## src/rtl/pipeline_hazard_ctrl.sv

```systemverilog
// Five-stage pipeline controller: owns the fetch PC and per-stage valid bits and
// raises stall/flush strobes. Define PIPE_PERF_CNT_EN to add stall/flush counters.

module pipeline_hazard_ctrl #(
    parameter int              XLEN       = 32,
    parameter logic [XLEN-1:0] RESET_PC   = '0,
    parameter int              PC_STEP    = 4,
    parameter int              REG_ADDR_W = 5
) (
    input  logic                  clk,
    input  logic                  reset,
    input  logic                  imem_ready,
    input  logic [REG_ADDR_W-1:0] id_rs1,
    input  logic [REG_ADDR_W-1:0] id_rs2,
    input  logic [1:0]            id_rs_used,
    input  logic [REG_ADDR_W-1:0] ex_rd,
    input  logic                  ex_is_load,
    input  logic                  br_taken,
    input  logic [XLEN-1:0]       br_target,
    input  logic                  mem_busy,
    output logic [XLEN-1:0]       pc,
    output logic [4:0]            stage_valid,
    output logic                  stall_if,
    output logic                  stall_id,
    output logic                  flush_id,
    output logic                  flush_ex
`ifdef PIPE_PERF_CNT_EN
    ,
    output logic [31:0]           stall_cycles,
    output logic [31:0]           flush_count
`endif
);

    localparam logic [XLEN-1:0] STEP       = XLEN'(PC_STEP);
    localparam logic [XLEN-1:0] ALIGN_MASK = ~(STEP - XLEN'(1));

    // One action per cycle, chosen in strict priority order.
    localparam logic [2:0] ACT_BUSY      = 3'd0;
    localparam logic [2:0] ACT_BRANCH    = 3'd1;
    localparam logic [2:0] ACT_LOADUSE   = 3'd2;
    localparam logic [2:0] ACT_FETCHWAIT = 3'd3;
    localparam logic [2:0] ACT_ADVANCE   = 3'd4;

    logic            br;
    logic            lu;
    logic            rs1_hit;
    logic            rs2_hit;
    logic [2:0]      action;
    logic [XLEN-1:0] pc_next;
    logic [4:0]      valid_next;

    // A load in EX writing a non-zero register that ID actually reads forces one bubble.
    assign rs1_hit = id_rs_used[0] && (id_rs1 == ex_rd);
    assign rs2_hit = id_rs_used[1] && (id_rs2 == ex_rd);
    assign br      = br_taken && stage_valid[2];
    assign lu      = stage_valid[1] && stage_valid[2] && ex_is_load &&
                     (ex_rd != '0) && (rs1_hit || rs2_hit);

    always_comb begin
        if (mem_busy)
            action = ACT_BUSY;
        else if (br)
            action = ACT_BRANCH;
        else if (lu)
            action = ACT_LOADUSE;
        else if (!imem_ready)
            action = ACT_FETCHWAIT;
        else
            action = ACT_ADVANCE;
    end

    always_comb begin
        pc_next    = pc;
        valid_next = stage_valid;
        stall_if   = 1'b0;
        stall_id   = 1'b0;
        flush_id   = 1'b0;
        flush_ex   = 1'b0;
        case (action)
            ACT_BUSY: begin
                valid_next[4] = 1'b0;
                stall_if      = 1'b1;
                stall_id      = 1'b1;
            end
            ACT_BRANCH: begin
                pc_next    = br_target & ALIGN_MASK;
                valid_next = {stage_valid[3], stage_valid[2], 1'b0, 1'b0, imem_ready};
                flush_id   = 1'b1;
                flush_ex   = 1'b1;
            end
            ACT_LOADUSE: begin
                valid_next = {stage_valid[3], stage_valid[2], 1'b0, stage_valid[1:0]};
                stall_if   = 1'b1;
                stall_id   = 1'b1;
                flush_ex   = 1'b1;
            end
            ACT_FETCHWAIT: begin
                valid_next = {stage_valid[3:1], 1'b0, stage_valid[0]};
                stall_if   = 1'b1;
            end
            default: begin
                pc_next    = pc + STEP;
                valid_next = {stage_valid[3:0], 1'b1};
            end
        endcase
    end

    always_ff @(posedge clk) begin
        if (reset) begin
            pc          <= RESET_PC;
            stage_valid <= '0;
        end else begin
            pc          <= pc_next;
            stage_valid <= valid_next;
        end
    end

`ifdef PIPE_PERF_CNT_EN
    // Both counters stick at all-ones rather than wrapping.
    always_ff @(posedge clk) begin
        if (reset) begin
            stall_cycles <= '0;
            flush_count  <= '0;
        end else begin
            if (stall_if && (stall_cycles != '1))
                stall_cycles <= stall_cycles + 32'd1;
            if ((action == ACT_BRANCH) && (flush_count != '1))
                flush_count <= flush_count + 32'd1;
        end
    end
`endif

endmodule
```

## config.mk

```make
export PLATFORM = sky130hd
export DESIGN_NAME = pipeline_hazard_ctrl
export DESIGN_NICKNAME = d
export VERILOG_FILES = /design/src/rtl/pipeline_hazard_ctrl.sv
export SDC_FILE = /design/constraint.sdc
export NUM_CORES = 1
export LEC_CHECK = 0
export BUFFER_PORTS_ARGS = -buffer_cell sky130_fd_sc_hd__buf_2
export CAP_MARGIN = 5
export CORE_AREA = 8 8 78 80
export CTS_BUF_LIST = sky130_fd_sc_hd__clkbuf_2 sky130_fd_sc_hd__clkbuf_4 sky130_fd_sc_hd__clkbuf_8
export CTS_CLUSTER_DIAMETER = 60
export DETAILED_ROUTE_END_ITERATION = 7
export DIE_AREA = 0 0 86 88
export GPL_TIMING_DRIVEN = 0
export PLACE_DENSITY = 0.8
export SLEW_MARGIN = 25
export SYNTH_ARGS = -nofsm -noshare
export SYNTH_HDL_FRONTEND = slang
export SYNTH_SLANG_ARGS = --single-unit
```

## constraint.sdc

```tcl
create_clock -name clk -period 2.4 [get_ports clk]
set_input_delay 0 -clock clk [delete_from_list [all_inputs] [get_ports clk]]
set_output_delay 0 -clock clk [all_outputs]
set_load 0.01 [all_outputs]
```

== After elaboration in Yosys (flattened, before gate mapping) ==
Cells that the tools add are included.

* Flip-flop bits (word level): 37
* Input port bits: 55
* Word-level logic and storage cells: 40

* $add $sub $neg: 1
* Equal/unequal tests: 5
* Muxes and demuxes: 10
* Bitwise operators: 3
* Reductions and logical operators: 16

{| class="wikitable"
|+ Operators with widths
! kind !! count
|-
| $pmux W32 S2 || 1
|-
| $add A32 B3 Y32 const B || 1
|-
| $pmux W4 S4 || 1
|-
| $mux W3 || 4
|-
| $eq A5 B5 Y1 || 2
|-
| $logic_and A1 B1 Y1 || 7
|-
| $eq A3 B2 Y1 const B || 2
|-
| $reduce_or A2 Y1 || 3
|-
| $reduce_bool A5 Y1 || 1
|-
| $mux W1 || 4
|-
| $eq A3 B1 Y1 const B || 1
|-
| $logic_not A3 Y1 || 1
|-
| $not A1 Y1 || 3
|-
| $reduce_and A3 Y1 || 1
|-
| $reduce_or A3 Y1 || 1
|-
| $reduce_and A2 Y1 || 1
|-
| $logic_or A1 B1 Y1 || 1
|}

== Logic depth before layout (Yosys ltp) ==
* Word-level depth: 10
* Gate-level depth with buffers: 9

== Least setup slack after synthesis ==
OpenSTA, ideal clock, no wires.

* Kind: reg2reg
* Start point: reg pc[2]
* End point: reg pc[16]
* Setup time: 0.070 ns
* Arrival: 1.802 ns
* Required time: 2.330 ns
* Slack: 0.527 ns
* Cell stages (with the launch flop): 7
* Period minus slack after synthesis: 1.873 ns
* Cell sequence: dfxtp_1 ha_1 nand3_1 or4_4 o41ai_1 nand2_1 a21oi_1

* Cells in the longest elaborated chain, start to end: 2

{| class="wikitable"
|+ Ends and longest elaborated chain
! element !! RTL line !! text
|-
| from (decl) || 21 || <nowiki>output logic [XLEN-1:0] pc,</nowiki>
|-
| from (signal assigned) || 113 || <nowiki>pc <= pc_next;</nowiki>
|-
| $add A32 B3 Y32 || 102 || <nowiki>pc_next = pc + STEP;</nowiki>
|-
| $pmux W32 S2 || 79 || <nowiki>case (action)</nowiki>
|}

No other way between the ends.
A chain may end at the register's enable or synchronous reset.

== Worst setup path after layout ==
* Start point: reg pc[2]
* End point: reg pc[22]

Same word-level chain as after synthesis.

==> results.yml <==
routing:
  wl_per_cell_um: 17.1
  ant_nets: 0
  first_pass_iters: 5
  vias_per_cell: 5.80
  vias: 2834
  totalWireLength_mm: 8.37
  drt-initial-drc-count: 236
  drt_drc_violations_left: 0
power:
  peakVddDrop_v: 0.000229
  power_w: 0.00124
  p_leak_nw: 1.22
  power_density_nw_per_um2: 414
floorplanning:
  die_area_um2: 7570
  ios: 96
  coreArea_um2: 4910
  std_cell_rows: 26
  initial_core_util: 0.472
  die_x_um: 86
  die_h_um: 88
logic_synthesis:
  synth.area.top_cells: "dfxtp_1, nand2_1, a21oi_1"
  netlist_instances: 318
  synth_edf_count: 0
  synth.largest_area_cell: "dfxtp_1"
  synthMuxAreaShare: 0.00431
  yosys.area_share.simple: 0.287
  yosys_warnings: 0
  synth_area_um2: 2320
  synth-compound-area-share: 0.302
  ys.flop_type: "dfxtp_1"
  synth-xor-area-share: 0.0378
  synth_seq_cells: 35
  synthAdderAreaFrac: 0.00539
  synth-seq-area-share: 0.302
  synth_top_area_share: 0.302
  ys_types: 52
  synth_top_family_by_area: "compound AO/OA/AOI/OAI gates"
  async_reset_ff_frac: 0
  syn_area_per_cell_um2: 7.29
timing:
  finalSetupViolCount: 0
  slew_viol_final: 0
  fmax_ghz: 0.455
  relSlewSlack: 0.574
  period_needed_ps: 2200
  finalClockSkew_ps: 7.08
  rsz0062_at_grt: "false"
  period_share: 0.915
  hold_violations: 0
  fin_setup_tns_ps: 0
  worst_pin_slew_ps: 639
global_route:
  grt_overflow_total: 0
  antenna_found_initial: 0
  grt_pass1_vias: 2797
  grt_max_degree: 11
  grt_pass1_wl_mm: 13.4
  grt_usage: 0.223
worst_setup_path:
  endpoint_kind: "flip-flop"
  startpoint_type: "flip-flop"
  r2r_cells: 7
  arrival_ps: 2400
  r2r-start: "pc[2]"
  cp_max_fo: 8
  r2r_end: "pc[22]"
  worst_ep_required_time_ps: 2600
  critPathKind: "reg -> reg"
  worst-r2r-setup-slack_ps: 200
cells_and_area:
  final_nets: 474
  area_delta_synth_final_pct: 28.9
  multi_input_area_um2: 1480
  antenna-diode-count: 0
  drive_above_1_share: 0.303
  stdcell_count: 489
  final_common_cell: "buf_2"
  fill_cells: 461
  register_area_um2: 701
  most-common-layout-cells: "buf_2, nand2_1, a21oi_1"
clocking:
  numCtsBuffers: 5
  cts.reportedPaths.clkPinSlew_ps: 70
  clk-insertion-delay-late_ps: 300
  cts_resized: 0
  h-tree-depth: 2
  cts_tree: "done"
  cts.sinks: 35
  cts_buffer_depth: 2
  root_buffer: "clkbuf_8"
place:
  gp_congestion: 0.874
  hpwl_mm: 5.98
  numPortBuffers: 89
  dp_cells: 478
flow_run:
  drv_cap: 0
hold_path:
  hold_start: "mem_busy"
  hold_path.class: "in -> reg"
  min_to: "stage_valid[4]"
  worstHoldPathCells: 2
outcome:
  outcome: "finished, final reports clean"
critical path, stage by stage (launching register included):
cell,delay (ps)
dfxtp_1,460
ha_1,250
nand3_1,220
nor4_2,450
and3_1,300
a21o_1,130
a21oi_1,60
a211oi_1,240
power by group:
part / total (W) / internal (W) / switching, W
registers: 0.000592 / 0.000585 / 0.00000664
clock network: 0.000499 / 0.000273 / 0.000225
logic: 0.000147 / 0.0000688 / 0.0000784
per-stage QoR:
step	setup WS, ps	instance area [um^2]	hold WS, ps	util
after floorplan	527	2320	159	-
after global placement	307	2860	283	0.582
after detailed placement	274	2860	285	0.582
after CTS	244	2990	29.6	0.609
after global routing	10.2	2990	48.4	0.609
final	204	2990	35.4	0.609
how the worst max path moves through the flow:
stage | start | end | slack [ps] | cells past startpoint
after floorplan | pc[2] | pc[16] | 530 | 6
after global placement | pc[2] | pc[22] | 310 | 7
after detailed placement | pc[2] | pc[22] | 270 | 7
after CTS | pc[2] | pc[22] | 240 | 7
after global routing | pc[2] | pc[26] | 10 | 7
final | pc[2] | pc[22] | 200 | 7
layer usage:
layer,track usage,share of wire,up-vias
li1,-,-,1353
met1,0.254,0.40,1319
met2,0.372,0.49,135
met3,0.0657,0.082,27
met4,0.110,0.028,0
met5,0,0,-
cell families after synthesis:
group           count (synthesis)
simple gates                  131
compound gates                111
flops                          35
buf+inv                        28
xor+xnor                       10
fa+ha+maj                       1
other cells                     1
mux                             1
synth_stat cells, types with 4 or more instances:
cell	number
nor3_1	5
buf_4	4
nand4_1	7
nand2_1	60
o31ai_1	6
a21oi_1	40
dfxtp_1	35
o41ai_1	4
nand3_1	12
o22ai_1	4
nor2_1	21
xnor2_1	10
clkbuf_1	10
o21ai_0	27
a211oi_1	8
a31oi_1	5
buf_2	8
flip-flops by register name (all words and copies together), names as in the netlist:
register	cells
pc	30
stage_valid	5
repair_timing:
action                                 4_1_cts  5_1_grt
endpoints found under the hold margin        3        0
buffers inserted                             0        0
hold buffers                                 3        0
final cells by class:
class | instances | share of cell area
inverter | 3 | 0.00377
clock buffer | 8 | 0.0347
timing repair buffer | 92 | 0.159
sequential | 35 | 0.234
tap | 70 | 0.0293
buffer | 25 | 0.0427
multi-input combinational | 256 | 0.496
(Power assumes the default switching activity.)
